`config.mk`:
```
export PLATFORM = sky130hd
export DESIGN_NAME = des_key_schedule_flat
export DESIGN_NICKNAME = d
export VERILOG_FILES = /design/src/rtl/des_key_schedule_pkg.sv /design/src/rtl/des_key_schedule_if.sv /design/src/rtl/des_key_schedule_pc1.sv /design/src/rtl/des_key_schedule.sv /design/src/flat_wrapper.sv
export SDC_FILE = /design/constraint.sdc
export NUM_CORES = 1
export LEC_CHECK = 0
export CORE_MARGIN = 2
export CORE_UTILIZATION = 46
export CTS_CLUSTER_SIZE = 28
export DETAILED_ROUTE_END_ITERATION = 8
export PLACE_DENSITY = 0.9
export RECOVER_POWER = 100
export SKIP_CTS_REPAIR_TIMING = 1
export SLEW_MARGIN = 10
export SYNTH_ARGS = -nofsm -noshare
export SYNTH_HDL_FRONTEND = slang
export SYNTH_SLANG_ARGS = --single-unit
```
`constraint.sdc`:
```
create_clock -name clk -period 2.5 [get_ports clk]
set_input_delay 0.5 -clock clk [delete_from_list [all_inputs] [get_ports clk]]
set_output_delay 0.5 -clock clk [all_outputs]
set_load 0.1 [all_outputs]
```
`src/rtl/des_key_schedule_pkg.sv`:
```
// ============================================================================
// Module   : des_key_pkg
// Purpose  : Shared types and constants for the DES key-schedule front end.
//            Holds the state encoding, C||D widths, the per-round rotation
//            amounts (encrypt and decrypt order), the PC-1 bit-index table and
//            the 28-bit half rotation helpers.
// Revision : 1.0 - initial release
// ============================================================================
`default_nettype none

package des_key_pkg;

    localparam int KEY_W  = 64;
    localparam int CD_W   = 56;
    localparam int HALF_W = 28;

    // Explicitly encoded 1-bit state register.
    typedef enum logic [0:0] {
        IDLE = 1'b0,
        RUN  = 1'b1
    } state_t;

    // Left-rotation applied to produce round r (encrypt order). Entry 0 is
    // folded into the key load, the rest are applied between rounds.
    localparam logic [1:0] SHIFT [16] = '{
        2'd1, 2'd1, 2'd2, 2'd2, 2'd2, 2'd2, 2'd2, 2'd2,
        2'd1, 2'd2, 2'd2, 2'd2, 2'd2, 2'd2, 2'd2, 2'd1
    };

    // Right-rotation applied to produce round r (decrypt order). Round 0 is
    // C0||D0 itself, which equals C16||D16 because the total rotation is 28.
    localparam logic [1:0] DSHIFT [16] = '{
        2'd0, 2'd1, 2'd2, 2'd2, 2'd2, 2'd2, 2'd2, 2'd2,
        2'd1, 2'd2, 2'd2, 2'd2, 2'd2, 2'd2, 2'd2, 2'd1
    };

    // PC-1: output bit i (1-based, MSB first) takes key bit PC1_TABLE[i-1],
    // both in DES numbering where bit 1 is the MSB.
    localparam int PC1_TABLE [CD_W] = '{
        57, 49, 41, 33, 25, 17,  9,  1, 58, 50, 42, 34, 26, 18,
        10,  2, 59, 51, 43, 35, 27, 19, 11,  3, 60, 52, 44, 36,
        63, 55, 47, 39, 31, 23, 15,  7, 62, 54, 46, 38, 30, 22,
        14,  6, 61, 53, 45, 37, 29, 21, 13,  5, 28, 20, 12,  4
    };

    function automatic logic [HALF_W-1:0] rotl28(input logic [HALF_W-1:0] x,
                                                 input logic [1:0]        amt);
        logic [HALF_W-1:0] r;
        case (amt)
            2'd1:    r = {x[HALF_W-2:0], x[HALF_W-1]};
            2'd2:    r = {x[HALF_W-3:0], x[HALF_W-1:HALF_W-2]};
            default: r = x;
        endcase
        return r;
    endfunction

    function automatic logic [HALF_W-1:0] rotr28(input logic [HALF_W-1:0] x,
                                                 input logic [1:0]        amt);
        logic [HALF_W-1:0] r;
        case (amt)
            2'd1:    r = {x[0], x[HALF_W-1:1]};
            2'd2:    r = {x[1:0], x[HALF_W-1:2]};
            default: r = x;
        endcase
        return r;
    endfunction

endpackage

`default_nettype wire

```
`src/rtl/des_key_schedule_if.sv`:
```
// ============================================================================
// Module   : des_key_schedule_if
// Purpose  : Key-input and C||D-output handshake bundle of des_key_schedule.
//            slave  : the key-schedule block side
//            master : the key source / round consumer side
// Signals  : key_in, decrypt, key_valid, key_ready, abort,
//            cd_out, round_idx, cd_valid, cd_ready, done
//            parity_err (only when KEY_PARITY_CHECK_EN is defined)
// Revision : 1.0 - initial release
// ============================================================================
`default_nettype none

interface des_key_schedule_if #(
    parameter int CNT_W = 4
);
    import des_key_pkg::*;

    logic [KEY_W-1:0] key_in;
    logic             decrypt;
    logic             key_valid;
    logic             key_ready;
    logic             abort;
    logic [CD_W-1:0]  cd_out;
    logic [CNT_W-1:0] round_idx;
    logic             cd_valid;
    logic             cd_ready;
    logic             done;
`ifdef KEY_PARITY_CHECK_EN
    logic             parity_err;

    modport slave (
        input  key_in, decrypt, key_valid, abort, cd_ready,
        output key_ready, cd_out, round_idx, cd_valid, done, parity_err
    );

    modport master (
        output key_in, decrypt, key_valid, abort, cd_ready,
        input  key_ready, cd_out, round_idx, cd_valid, done, parity_err
    );
`else
    modport slave (
        input  key_in, decrypt, key_valid, abort, cd_ready,
        output key_ready, cd_out, round_idx, cd_valid, done
    );

    modport master (
        output key_in, decrypt, key_valid, abort, cd_ready,
        input  key_ready, cd_out, round_idx, cd_valid, done
    );
`endif

endinterface

`default_nettype wire

```
`src/rtl/des_key_schedule_pc1.sv`:
```
// ============================================================================
// Module   : permuted_choice_1
// Purpose  : Pure combinational DES PC-1, 64-bit key -> 56-bit C||D.
//            The eight parity bits (DES bits 8,16,..,64) are discarded.
// Ports    : i_key [63:0]  key, DES bit 1 at index 63
//            o_cd  [55:0]  C||D, C in [55:28]
// Revision : 1.0 - initial release
// ============================================================================
`default_nettype none

module permuted_choice_1
    import des_key_pkg::*;
(
    input  wire logic [KEY_W-1:0] i_key,
    output logic      [CD_W-1:0]  o_cd
);

    // DES bit n lives at vector index KEY_W-n.
    for (genvar i = 0; i < CD_W; i++) begin : g_pc1
        assign o_cd[CD_W-1-i] = i_key[KEY_W-PC1_TABLE[i]];
    end

    // Parity bits are intentionally not part of C||D.
    logic [7:0] w_unused_parity;
    for (genvar b = 0; b < 8; b++) begin : g_parity_sink
        assign w_unused_parity[b] = i_key[8*b];
    end

endmodule

`default_nettype wire

```
`src/rtl/des_key_schedule.sv`:
```
// ============================================================================
// Module   : des_key_schedule
// Purpose  : Sequential DES key-schedule front end. Takes one 64-bit key,
//            applies PC-1 and streams the 16 rotated C||D words (one per
//            round) in encrypt order K1..K16 or decrypt order K16..K1.
// Ports    : clk, rst (synchronous, active high)
//            bus : des_key_schedule_if.slave
//              key_in/decrypt/key_valid/key_ready : key acceptance
//              abort                              : drop schedule, go idle
//              cd_out/round_idx/cd_valid/cd_ready : round word stream
//              done                               : pulse after last round
//              parity_err                         : with KEY_PARITY_CHECK_EN
// Config   : KEY_PARITY_CHECK_EN - adds parity_err, set at key accept when
//            any key byte has even parity.
// Revision : 1.0 - initial release
// ============================================================================
`default_nettype none

module des_key_schedule
    import des_key_pkg::*;
#(
    parameter int ROUNDS = 16,
    parameter int CNT_W  = 4
) (
    input  wire logic         clk,
    input  wire logic         rst,
    des_key_schedule_if.slave bus
);

    if (ROUNDS != 16) begin : g_bad_rounds
        $error("des_key_schedule: ROUNDS must be 16");
    end

    state_t           r_state;
    state_t           w_state_next;
    logic [CD_W-1:0]  r_cd;
    logic [CNT_W-1:0] r_round;
    logic             r_cd_valid;
    logic             r_done;
    logic             r_decrypt;

    logic [CD_W-1:0]   w_pc1;
    logic [CD_W-1:0]   w_cd_load;
    logic [CD_W-1:0]   w_cd_adv;
    logic [HALF_W-1:0] w_c_pc1;
    logic [HALF_W-1:0] w_d_pc1;
    logic [HALF_W-1:0] w_c_cur;
    logic [HALF_W-1:0] w_d_cur;
    logic [CNT_W-1:0]  w_round_next;
    logic              w_key_ready;
    logic              w_accept;
    logic              w_handshake;
    logic              w_last;

    permuted_choice_1 u_pc1 (
        .i_key (bus.key_in),
        .o_cd  (w_pc1)
    );

    assign w_key_ready  = (r_state == IDLE) & ~rst;
    assign w_accept     = bus.key_valid & w_key_ready;
    assign w_handshake  = r_cd_valid & bus.cd_ready;
    assign w_last       = (r_round == CNT_W'(ROUNDS - 1));
    assign w_round_next = r_round + CNT_W'(1);

    assign w_c_pc1 = w_pc1[CD_W-1:HALF_W];
    assign w_d_pc1 = w_pc1[HALF_W-1:0];
    assign w_c_cur = r_cd[CD_W-1:HALF_W];
    assign w_d_cur = r_cd[HALF_W-1:0];

    // Encrypt starts at C1||D1, decrypt starts at C16||D16 == C0||D0.
    assign w_cd_load = bus.decrypt ? w_pc1
                                   : {rotl28(w_c_pc1, SHIFT[0]),
                                      rotl28(w_d_pc1, SHIFT[0])};

    // Rotation amount is looked up for the round about to be presented.
    assign w_cd_adv = r_decrypt ? {rotr28(w_c_cur, DSHIFT[w_round_next]),
                                   rotr28(w_d_cur, DSHIFT[w_round_next])}
                                : {rotl28(w_c_cur, SHIFT[w_round_next]),
                                   rotl28(w_d_cur, SHIFT[w_round_next])};

    // ------------------------------------------------------------------
    // Control FSM
    // ------------------------------------------------------------------
    always_ff @(posedge clk) begin
        if (rst) begin
            r_state <= IDLE;
        end else begin
            r_state <= w_state_next;
        end
    end

    always_comb begin
        w_state_next = r_state;
        case (r_state)
            IDLE:    if (w_accept)               w_state_next = RUN;
            RUN:     if (w_handshake && w_last)  w_state_next = IDLE;
            default:                             w_state_next = IDLE;
        endcase
        // abort wins over any accept or final handshake in the same cycle.
        if (bus.abort) begin
            w_state_next = IDLE;
        end
    end

    // ------------------------------------------------------------------
    // Datapath: C||D register, round counter, valid and done
    // ------------------------------------------------------------------
    always_ff @(posedge clk) begin
        if (rst) begin
            r_cd       <= '0;
            r_round    <= '0;
            r_cd_valid <= 1'b0;
            r_done     <= 1'b0;
            r_decrypt  <= 1'b0;
        end else begin
            r_done <= 1'b0;
            if (bus.abort) begin
                r_cd_valid <= 1'b0;
                r_round    <= '0;
            end else if (w_accept) begin
                r_cd       <= w_cd_load;
                r_round    <= '0;
                r_cd_valid <= 1'b1;
                r_decrypt  <= bus.decrypt;
            end else if ((r_state == RUN) && w_handshake) begin
                if (w_last) begin
                    r_cd_valid <= 1'b0;
                    r_round    <= '0;
                    r_done     <= 1'b1;
                end else begin
                    r_round <= w_round_next;
                    r_cd    <= w_cd_adv;
                end
            end
        end
    end

    assign bus.key_ready = w_key_ready;
    assign bus.cd_out    = r_cd;
    assign bus.round_idx = r_round;
    assign bus.cd_valid  = r_cd_valid;
    assign bus.done      = r_done;

`ifdef KEY_PARITY_CHECK_EN
    logic [7:0] w_byte_even;
    logic       r_parity_err;

    // DES key bytes must have odd parity; flag any byte with even parity.
    for (genvar b = 0; b < 8; b++) begin : g_parity
        assign w_byte_even[b] = ~^bus.key_in[8*b +: 8];
    end

    always_ff @(posedge clk) begin
        if (rst) begin
            r_parity_err <= 1'b0;
        end else if (w_accept && !bus.abort) begin
            r_parity_err <= |w_byte_even;
        end
    end

    assign bus.parity_err = r_parity_err;
`endif

endmodule

`default_nettype wire

```
`src/flat_wrapper.sv`:
```
// flat-port wrapper written by rule: the top's interface ports become plain ports
module des_key_schedule_flat import des_key_pkg::*;
#(
    parameter int ROUNDS = 16,
    parameter int CNT_W  = 4
)
  (clk, rst, bus_key_in, bus_decrypt, bus_key_valid, bus_abort, bus_cd_ready, bus_key_ready, bus_cd_out, bus_round_idx, bus_cd_valid, bus_done);
  des_key_schedule_if #(.CNT_W(CNT_W)) bus_i ();
  input  wire logic clk;
  input  wire logic rst;
  input wire logic [$bits(bus_i.key_in)-1:0] bus_key_in;
  input wire logic [$bits(bus_i.decrypt)-1:0] bus_decrypt;
  input wire logic [$bits(bus_i.key_valid)-1:0] bus_key_valid;
  input wire logic [$bits(bus_i.abort)-1:0] bus_abort;
  input wire logic [$bits(bus_i.cd_ready)-1:0] bus_cd_ready;
  output wire logic [$bits(bus_i.key_ready)-1:0] bus_key_ready;
  output wire logic [$bits(bus_i.cd_out)-1:0] bus_cd_out;
  output wire logic [$bits(bus_i.round_idx)-1:0] bus_round_idx;
  output wire logic [$bits(bus_i.cd_valid)-1:0] bus_cd_valid;
  output wire logic [$bits(bus_i.done)-1:0] bus_done;
  assign bus_i.key_in = bus_key_in;
  assign bus_i.decrypt = bus_decrypt;
  assign bus_i.key_valid = bus_key_valid;
  assign bus_i.abort = bus_abort;
  assign bus_i.cd_ready = bus_cd_ready;
  assign bus_key_ready = bus_i.key_ready;
  assign bus_cd_out = bus_i.cd_out;
  assign bus_round_idx = bus_i.round_idx;
  assign bus_cd_valid = bus_i.cd_valid;
  assign bus_done = bus_i.done;
  des_key_schedule #(.ROUNDS(ROUNDS), .CNT_W(CNT_W)) u_core (.clk(clk), .rst(rst), .bus(bus_i));
endmodule
```
; ---- After elaboration in Yosys (flattened, before gate mapping)
; Memory sizes are Yosys's and may differ from the RTL's.
; Cells that the tools add are included.
[totals]
ff_bits = 64
rom_bits = 64
input_bits = 70
out_inout_bits = 63
word_cells = 57
memories = 2
[op_classes]
n_addsub = 1
order_cmp = 1
n_eq_ne = 7
muxes = 21
n_bitwise = 8
reduce_logical = 11
[memory_table]
columns = memory, words, width, rd, rd_clocked_by_memory_dff, wr, line_no
row1 = (name not given), 16, 2, 1, 0, 0, des_key_schedule.sv:77  ; assign w_cd_adv = r_decrypt ? {rotr28(w_c_cur, DSHIFT[w_round_next]),
row2 = (name not given), 16, 2, 1, 0, 0, des_key_schedule.sv:79  ; : {rotl28(w_c_cur, SHIFT[w_round_next]),
[ops]
columns = cell, n
row1 = two-way mux 56 bit, 5
row2 = case mux 28 bit (2 select lines), 4
row3 = two-way mux 2 bit, 4
row4 = two-way mux 1 bit, 6
row5 = greater-or-equal comparator 5 bit (second input constant), 1
row6 = NOT 4 -> 5 bit, 1
row7 = AND reduction 5 bit, 1
row8 = adder 4 x 1 -> 4 bit (second input constant), 1
row9 = equality test 2 x 1 -> 1 bit (second input constant), 2
row10 = equality test 2 bit (second input constant), 2
row11 = equality test 4 bit (second input constant), 1
row12 = two-way mux 4 bit, 1
row13 = != test 4 bit (second input constant), 1
row14 = NOT 1 bit, 4
row15 = AND reduction 2 bit, 2
row16 = nonzero test 2 bit, 2
row17 = nonzero test 4 bit, 1
row18 = OR reduction 4 bit, 1
row19 = AND 1 bit, 3
row20 = OR reduction 3 bit, 1
row21 = logical AND 1 bit, 2
row22 = != test 2 x 1 -> 1 bit (second input constant), 1
row23 = case mux 1 bit (2 select lines), 1
row24 = OR reduction 2 bit, 1

; ---- Depth between registers and ports, before layout
; Gate-level depths: netlist of run 1.
[logic_depth]
depth_word = 11
mapped_depth = 11
mapped_depth_nobuf = 8

; ---- Modules after synthesis
; Synthesis of run 1 repeated with hierarchy kept, for this count alone.
[hier_totals]
cells_unflattened = 777
hier_area_um2 = 6443.7
[by_module_without_submodules]
columns = mod, instances, cells_per_inst, area_per_inst_um2, seq_area_each_um2
row1 = des_key_schedule, 1, 721, 6023.3, 1281.2
row2 = permuted_choice_1, 1, 56, 420.4, 0.0

; ---- Worst setup path before layout of run 1
; Ideal clock, no wire load.
[synth_timing]
path_kind = flip-flop to flip-flop
start = reg u_core.r_round[0], in the netlist u_core.bus.round_idx[0]
end = reg u_core.r_cd[1], in the netlist u_core.bus.cd_out[1]
t_arrival_ns = 3.103
t_required_ns = 2.378
path_slack_ns = -0.725
path_stages_with_launch = 12
path_buffers = 3
cell_sequence = dfxtp_1 buf_6 inv_1 ha_1 and3_1 a32o_2 nor4_2 buf_6 buf_12 mux2i_1 nand2_1 a221o_1
[synth_via]
elab_chain_cells = 11
elab_cells_between_ends = 23
cone_classes = add/sub: 1 / eq/ne: 7 / mux: 10 / bitwise: 1 / reduce/logical: 2 / memory: 2
[synth_rtl]
columns = item, line_no
row1 = from (decl), des_key_schedule.sv:37  ; logic [CNT_W-1:0] r_round;
row2 = from (signal assigned), des_key_schedule.sv:132  ; r_round <= w_round_next;
row3 = adder 4 x 1 -> 4 bit, des_key_schedule.sv:64  ; assign w_round_next = r_round + CNT_W'(1);
row4 = NOT 4 -> 5 bit (not written as such), "des_key_schedule.sv:78, des_key_schedule.sv:80"
row5 = "memory (16 x 2 bit), on equally long branches", --
row6 = "two-way mux 2 bit, on equally long branches (2 in a row)", --
row7 = equality test 2 bit (tied with other cells), des_key_schedule_pkg.sv:49  ; case (amt)
row8 = "case mux 28 bit (2 select lines), on equally long branches", "des_key_schedule_pkg.sv:49, des_key_schedule_pkg.sv:60"
row9 = two-way mux 56 bit, des_key_schedule.sv:77
row10 = two-way mux 56 bit, des_key_schedule.sv:127  ; if (w_last) begin
row11 = two-way mux 56 bit, des_key_schedule.sv:126  ; end else if ((r_state == RUN) && w_handshake) begin
row12 = two-way mux 56 bit, des_key_schedule.sv:121  ; end else if (w_accept) begin
row13 = to (signal assigned), des_key_schedule.sv:122  ; r_cd <= w_cd_load;
row14 = to (signal assigned), des_key_schedule.sv:133  ; r_cd <= w_cd_adv;
row15 = to (decl), des_key_schedule.sv:36  ; logic [CD_W-1:0] r_cd;
; Parallel ways exist; a longest one is shown, timed or not. The select of a mux whose other input is x is not followed.
; A chain may end at the register's enable or synchronous reset.

; ---- Worst setup path in the final report of run 1
[layout_timing]
start = reg u_core.r_round[0], in the netlist u_core.bus.round_idx[0]
end = reg u_core.r_cd[27], in the netlist u_core.bus.cd_out[27]
; The elaborated chain is that of the path after synthesis.

==> results.md, run 1 <==
Status:
- The run finished with clean final reports.

Power and ir drop:
- The sequential power share is 34.6%.
- The design draws 3.46 mW.
- Power spread over the standard cell area amounts to 518 mW/mm².
- The worst supply voltage drop on vdd is 0.366 mV.
- The static leakage power is 2.34 nW.
- The share of total power dissipated in combinational logic is 28.1%.
- Of the total power, the share spent switching nets is 36.8%.
- Summed over all nets, the switching power comes to 1.27 mW.
- Internal power comes to 2.19 mW.
- The fraction of power consumed by the clock network is 37.3%.

STA:
- On the final layout, the worst hold slack is 546 ps.
- The final clock period utilization by the worst path is 94.8%.
- Setup violations remaining at the end of the flow were counted as 0.
- The final total negative setup slack is 0 ps.
- The time the worst path needs with I/O delays and setup is 2370 ps.
- Across all setup checks in the final design, the least slack found is 129 ps.
- Setup repair after global routing left no endpoint under its margin.
- The worst slew margin relative to its limit is 21.0%.
- On the final layout, the worst clock skew is 7.84 ps.
- The transition at the pin with the smallest max-transition slack is 1190 ps.
- Based on the critical path, the design can be clocked at up to 0.422 GHz.
- The max-slew violation count is 0.
- The count of final hold-check violations came to 0.

Critical path:
- The capture instance of the worst register-to-register path is u_core.bus.cd_out[27]$_SDFFE_PP0P_.
- The launch point of the worst reg-to-reg path is u_core.bus.round_idx[0]$_SDFFE_PP0P_.
- The setup path with the least slack is of type reg2reg.
- The data arrival time of the critical path is 2590 ps.
- The worst register-to-register path has a depth of 9.
- At the worst endpoint, the required time is 2720 ps.
- Of all nets on the critical path, the largest fanout is 10.
- The worst register-to-register path has a setup slack of 130 ps.
- The worst setup path is captured at a flip-flop.
- The kind of start point of the critical path is a flip-flop.

CTS:
- The clock latency of the later-clocked register in the worst-skew pair is 330 ps.
- TritonCTS built the clock tree.
- The H-tree was split into 3 levels.
- The clock net sink count is 64.
- In this run the deepest clock path goes through 2 buffers.
- The clock transition at the registers of the reported paths is 60 ps.
- TritonCTS created 9 clock buffers.
- The root buffer cell is clkbuf_16.

Floorplan:
- The count of standard-cell rows is 39.
- The die is 111 µm tall.
- Once the floorplan was initialized, standard cells occupied 46.8% of the core.
- The die area is 0.0124 mm².
- The core box area is 0.0113 mm².
- The number of top-level design ports is 133.
- The horizontal extent of the die is 111 µm.

Drt:
- The final wirelength is 15,500 µm.
- Detailed routing inserted a total of 5,609 vias.
- In this run the remaining antenna-violating nets after routing total 0.
- After detailed routing, the number of remaining DRC violations is 0.
- The wire length per cell is 16.9 µm.
- The violation count after the first detailed-routing iteration is 418.
- The first detailed-routing pass ran for 5 iterations.
- Using the TritonRoute via totals, the vias-per-cell ratio works out to 6.12.

Synth:
- After Yosys synthesis, full adders, half adders and majority gates account for 0.473% of the synthesized area.
- The largest family of logic cells by synthesized area is multiplexers.
- The xor/xnor share of the synthesized area is 0.496%.
- Summing the areas of all and, or, nand and nor instances in the mapped netlist gives 20.5% of the synthesized area.
- The post-synth net total is 745.
- The largest area contributor in the netlist is mux2i_1.
- In this run, synthesis produced a sequential element count of 64.
- The multiplexer area fraction after synthesis is 28.4%.
- Averaged over all synthesized cells, the footprint is 7.86 µm².
- Yosys printed 0 warnings.
- The synthesized netlist occupies a cell area of 0.00529 mm².
- The count of different cell masters after synthesis is 47.
- The post-synthesis compound-gate area fraction is 20.0%.
- The area share of the leading cell type in the synthesized netlist is 28.4%.
- The gate count of the mapped netlist is 673.
- Yosys attributes the largest share of cell area to mux2i_1, dfxtp_1, nand2_1.
- The fraction of the yosys area taken by sequential cells is 24.2%.

Placed design:
- The half-perimeter wire length of the detailed placement result is 10,200 µm.
- Once placement finished, the instance area stood at 0.00657 mm².
- The placement-stage worst setup slack is 74.0 ps.
- The placer's final routability congestion estimate is 0.825.
- Buffers placed on the I/O ports in this run total 124.

GRT:
- Global routing consumed, over all layers together, 24.1% of the routing resources.
- The number of global-route vias before repair is 5,148.
- The initial antenna violation count is 0.
- The first global-routing pass estimated 25,300 µm of wire.
- The largest net degree at the start of global routing is 84.
- The total grt overflow is 0.

Hold path:
- In this run the most critical hold path is launched from u_core.bus.round_idx[0]$_SDFFE_PP0P_.
- The min-delay analysis places its worst path in the category reg2reg.
- The worst hold path passes through 2 cells.
- The worst hold path terminates at u_core.bus.round_idx[0]$_SDFFE_PP0P_.

Finish:
- The layout overhead on the synthesized area is 26.3%.
- After routing the design area is 0.00669 mm².
- The final layout contains 841 nets.
- The number of antenna diodes in the final layout is 0.
- The fraction of final layout cells sized beyond drive strength 1 is 13.6%.

Run:
- Across the run, the number of max-cap violations was 0.
==> state kept, by name, summed over array words and instances (netlist names) <==
name and count:
u_core.bus.round_idx 4, u_core.r_state 1, u_core.r_decrypt 1, u_core.bus.done 1
u_core.bus.cd_valid 1, u_core.bus.cd_out 56
==> metal layers <==
layer | vias up | GRT usage [%] | part of all wire [%] | wire, µm
met1 | 2646 | 30.8 | 43 | 6670
met2 | 226 | 39.7 | 48 | 7410
met3 | 34 | 4.32 | 6.4 | 986
li1 | 2703 | - | - | -
met5 | - | 0 | 0 | 0
met4 | 0 | 10.6 | 2.6 | 403
==> worst max-delay path by stage <==
stage / from / end / cells after the start
finish: u_core.bus.round_idx[0]$_SDFFE_PP0P_ / u_core.bus.cd_out[27]$_SDFFE_PP0P_ / 9
CTS: u_core.bus.round_idx[0]$_SDFFE_PP0P_ / u_core.bus.cd_out[53]$_SDFFE_PP0P_ / 8
detailed placement: bus_cd_ready / u_core.bus.cd_out[50]$_SDFFE_PP0P_ / 8
global route: u_core.bus.round_idx[0]$_SDFFE_PP0P_ / u_core.bus.cd_out[19]$_SDFFE_PP0P_ / 9
global placement: bus_cd_ready / u_core.bus.cd_out[0]$_SDFFE_PP0P_ / 7
floorplan: u_core.bus.round_idx[0]$_SDFFE_PP0P_ / u_core.bus.cd_out[1]$_SDFFE_PP0P_ / 11
==> power by group through the flow <==
stage | Sequential [mW] | Combinational [mW] | Clock [mW]
2_1_floorplan | 1.61 | 0.320 | 0
3_3_place_gp | 1.22 | 0.999 | 0
3_5_place_dp | 1.22 | 1.02 | 0
4_1_cts | 1.20 | 1.02 | 1.30
5_1_grt | 1.21 | 1.03 | 1.35
6_report | 1.20 | 0.972 | 1.29
==> placed cells by master (no fill, tap or decap), types with 16 or more instances in the layout <==
cell type	n
a21oi_1	16
a32oi_1	33
clkbuf_1	18
clkbuf_2	46
clkdlybuf4s50_1	59
dfxtp_1	58
mux2i_1	150
nand2_1	107
nand3_1	37
nor2_1	63
nor3_1	16
o21ai_0	26
==> worst max-delay path, stage by stage, from the launching register on <==
cell and delay, ps:
dfxtp_4 410, inv_2 70, ha_4 300, nand2b_4 150, a21oi_1 130, nor4_4 310
buf_4 240, mux2i_1 230, mux2i_1 100, a221o_1 320
==> synthesized netlist by cell type, drive strengths merged <==
master / count
mux2i: 150
nand2: 107
dfxtp: 64
nor2: 63
buf: 37
nand3: 37
a32oi: 34
o21ai: 34
clkbuf: 25
nor3: 18
a21oi: 16
a221o: 15
and3: 9
a221oi: 8
a211o: 7
a211oi: 7
a2111oi: 6
nand2b: 6
inv: 3
xnor2: 3
a21o: 2
and2: 2
ha: 2
nor4: 2
o2bb2ai: 2
o31ai: 2
a21bo: 1
a22oi: 1
a31o: 1
a31oi: 1
a32o: 1
and4: 1
nand3b: 1
nand4: 1
nor2b: 1
o211ai: 1
o21a: 1
or3: 1
==> stage by stage <==
stage / instances / utilization, %
after floorplan: 673 / -
after global placement: 900 / 58.1
after detailed placement: 900 / 58.1
after CTS: 916 / 60.7
after global routing: 917 / 59.1
final: 917 / 59.1
==> layout make-up <==
class,instances,area [µm²]
inverter,3,11.3
tap,143,179
clock inverter,3,40.0
fill,1053,4640
multi-input combinational,544,3750
sequential,64,1300
clock buffer,13,260
timing repair buffer,147,1150
==> cells by family after synthesis <==
logic type | after synthesis
fa+ha+maj | 2
compound gates | 140
xor+xnor | 3
buf+inv | 65
mux | 150
simple gates | 249
flops | 64
Power figures use the tool's default switching activity.
==> run 2, diff against run 1 <==
--- a/config.mk
+++ b/config.mk
@@ -6,10 +6,10 @@
 export NUM_CORES = 1
 export LEC_CHECK = 0
 export CORE_MARGIN = 2
-export CORE_UTILIZATION = 46
+export CORE_UTILIZATION = 40
 export CTS_CLUSTER_SIZE = 28
 export DETAILED_ROUTE_END_ITERATION = 8
-export PLACE_DENSITY = 0.9
+export PLACE_DENSITY = 0.81
 export RECOVER_POWER = 100
 export SKIP_CTS_REPAIR_TIMING = 1
 export SLEW_MARGIN = 10
==> results.md, run 2 (synthesis results as in run 1) <==
GRT:
- The first-pass GRT wire length is 25,600 µm (was 25,300 µm).
- The number of global-route vias before repair is 5,060 (was 5,148).
- The overall routing resource usage is 21.8% (was 24.1%).
- The total grt overflow is 0 (unchanged).
- The initial antenna violation count is 0 (unchanged).
- The largest net degree at the start of global routing came to 66 (was 84).

STA:
- The count of final hold-check violations is 0 (unchanged).
- The maximum achievable frequency is 0.420 GHz (was 0.422 GHz).
- The time the worst path needs with I/O delays and setup is 2380 ps (was 2370 ps).
- The minimum setup slack in the final design is 118 ps (was 129 ps).
- The max-slew violation count is 0 (unchanged).
- The worst hold margin is 533 ps (was 546 ps).
- The final clock period utilization by the worst path is 95.3% (was 94.8%).
- The worst slew margin relative to its limit is 20.0% (was 21.0%).
- The number of failing setup endpoints in the final timing report came to 0 (unchanged).
- The transition at the pin with the smallest max-transition slack is 1210 ps (was 1190 ps).
- The clock skew after layout is 5.94 ps (was 7.84 ps).

CTS:
- The clock tree from TritonCTS is yes (unchanged).
- The maximum clock path buffer count is 2 (unchanged).
- The clock latency of the later-clocked register in the worst-skew pair is 340 ps (was 330 ps).
- The clock transition at the registers of the reported paths is 60 ps (about the same).
- The number of buffers created by CTS is 9 (unchanged).
- The clock net sink count is 64 (unchanged).
- The root buffer cell is clkbuf_16 (unchanged).
- The number of levels in the clock H-tree is 3 (unchanged).

Critical path:
- The endpoint of the worst setup timing path is u_core.bus.cd_out[44]$_SDFFE_PP0P_ (was u_core.bus.cd_out[27]$_SDFFE_PP0P_).
- The launch point of the worst reg-to-reg path is u_core.bus.round_idx[1]$_SDFFE_PP0P_ (was u_core.bus.round_idx[0]$_SDFFE_PP0P_).
- The number of cells on the worst reg-to-reg path is 9 (unchanged).
- The start-to-end type of the worst setup path is reg2reg (unchanged).
- The capture instance of the worst register-to-register path is u_core.bus.cd_out[44]$_SDFFE_PP0P_ (was u_core.bus.cd_out[27]$_SDFFE_PP0P_).
- The data arrival time of the critical path is 2600 ps (was 2590 ps).
- The category of the worst setup path capture point is a flip-flop (unchanged).
- The critical path data required time is 2720 ps (about the same).
- The worst-path maximum fanout came to 9 (was 10).
- The flop-to-flop setup slack was 120 ps (was 130 ps).
- The worst setup path startpoint is u_core.bus.round_idx[1]$_SDFFE_PP0P_ (was u_core.bus.round_idx[0]$_SDFFE_PP0P_).
- The kind of start point of the critical path was a flip-flop (unchanged).

Floorplan:
- The core box area came to 0.0131 mm² (was 0.0113 mm²).
- The count of standard-cell rows is 42 (was 39).
- The die area came to 0.0142 mm² (was 0.0124 mm²).
- The number of top-level design ports is 133 (unchanged).
- The horizontal extent of the die came to 119 µm (was 111 µm).
- The initial core utilization is 40.4% (was 46.8%).
- The die outline height is 119 µm (was 111 µm).

Finish:
- The antenna cell count came to 0 (unchanged).
- The non-filler instance count after layout is 953 (was 917).
- The layout overhead on the synthesized area was 28.7% (was 26.3%).
- The fraction of final layout cells sized beyond drive strength 1 came to 14.8% (was 13.6%).
- The most common cell after layout, fill and taps aside is mux2i_1 (unchanged).
- The cell area after layout is 0.00681 mm² (was 0.00669 mm²).
- The number of nets in the layout is 844 (was 841).
- The number of flip-flops under the largest register name is 56 (unchanged).
- The share of the core filled with cells is 52.1% (was 59.1%).
- Highest-count cells in the layout ignoring fill and taps: mux2i_1, nand2_1, nor2_1 (unchanged).
- The total of fill cells in the finished design is 1,241 (was 1,053).

Power and ir drop:
- The worst supply voltage drop on vdd is 0.314 mV (was 0.366 mV).
- The static leakage power is 2.38 nW (was 2.34 nW).
- The power per standard cell area is 509 mW/mm² (was 518 mW/mm²).

Drt:
- The wire length per cell is 16.8 µm (was 16.9 µm).
- The final wirelength was 16,000 µm (was 15,500 µm).
- The ratio of routed vias to standard cells was 5.88 (was 6.12).
- The total DRC errors in the routed layout came to 0 (unchanged).
- The violation count after the first detailed-routing iteration is 541 (was 418).
- The total via count after detailed routing came to 5,601 (was 5,609).
- The antenna violation net count after detailed routing is 0 (unchanged).
- The first-pass iteration count of the detailed router is 5 (unchanged).

Placed design:
- The placement-stage worst setup slack was 55.5 ps (was 74.0 ps).
- The placer's final routability congestion estimate is 0.814 (was 0.825).
- The post-placement cell count is 934 (was 900).
- The half-perimeter wire length of the detailed placement result was 10,400 µm (was 10,200 µm).
- The placement-stage cell area came to 0.00664 mm² (was 0.00657 mm²).
- The number of I/O port buffers is 124 (unchanged).

Hold path:
- The class of the tightest hold or removal check was reg2reg (unchanged).
- The startpoint of the worst hold path was u_core.bus.round_idx[0]$_SDFFE_PP0P_ (unchanged).

Run:
- The total of max-cap violations is 0 (unchanged).

Status:
- Status: completed (unchanged).
[run 2: cell type report]
cell class / count / area (µm²) / share of cell area, %
sequential: 64 / 1300 / 19.0
clock buffer: 11 / 243 / 3.56
clock inverter: 5 / 56.3 / 0.826
tap: 176 / 220 / 3.23
timing repair buffer: 150 / 1210 / 17.8
inverter: 3 / 11.3 / 0.165
multi-input combinational: 544 / 3780 / 55.4
[run 2: worst max-delay path, cell delays in order, from the launching register on]
cell	delay, ps
dfxtp_4	390
inv_1	80
ha_4	180
and3_1	210
a32o_2	280
nor4_4	220
buf_4	250
mux2i_1	210
mux2i_1	110
a221o_1	330
[run 2: where the power goes]
part           switching (mW)  internal [mW]
clock network           0.485          0.797
logic                   0.702          0.290
registers               0.114           1.08
[run 2: routing by layer]
| layer | GRT usage, % | vias up | wire, µm |
|---|---|---|---|
| met1 | 28.8 | 2644 | 7000 |
| met4 | 7.74 | 0 | 336 |
| met5 | 0 | - | 0 |
| li1 | - | 2696 | - |
| met3 | 4.17 | 29 | 1070 |
| met2 | 35.4 | 232 | 7590 |
[run 2: metrics by stage]
step                      TNS (ps)  total power [mW]
after floorplan                  0              1.93
after global placement           0              2.22
after detailed placement         0              2.24
after CTS                        0              3.51
after global routing         -11.5              3.59
final                            0              3.47
[run 2: worst min path at each step]
stage                                                 endpoint  slack, ps  cells after the start
final                     u_core.bus.round_idx[0]$_SDFFE_PP0P_        530                      2
after floorplan                      u_core.r_state$_SDFF_PP0_        560                      2
after detailed placement  u_core.bus.round_idx[0]$_SDFFE_PP0P_        530                      2
after global routing      u_core.bus.round_idx[0]$_SDFFE_PP0P_        580                      2
after global placement    u_core.bus.round_idx[0]$_SDFFE_PP0P_        520                      2
after CTS                 u_core.bus.round_idx[0]$_SDFFE_PP0P_        530                      2
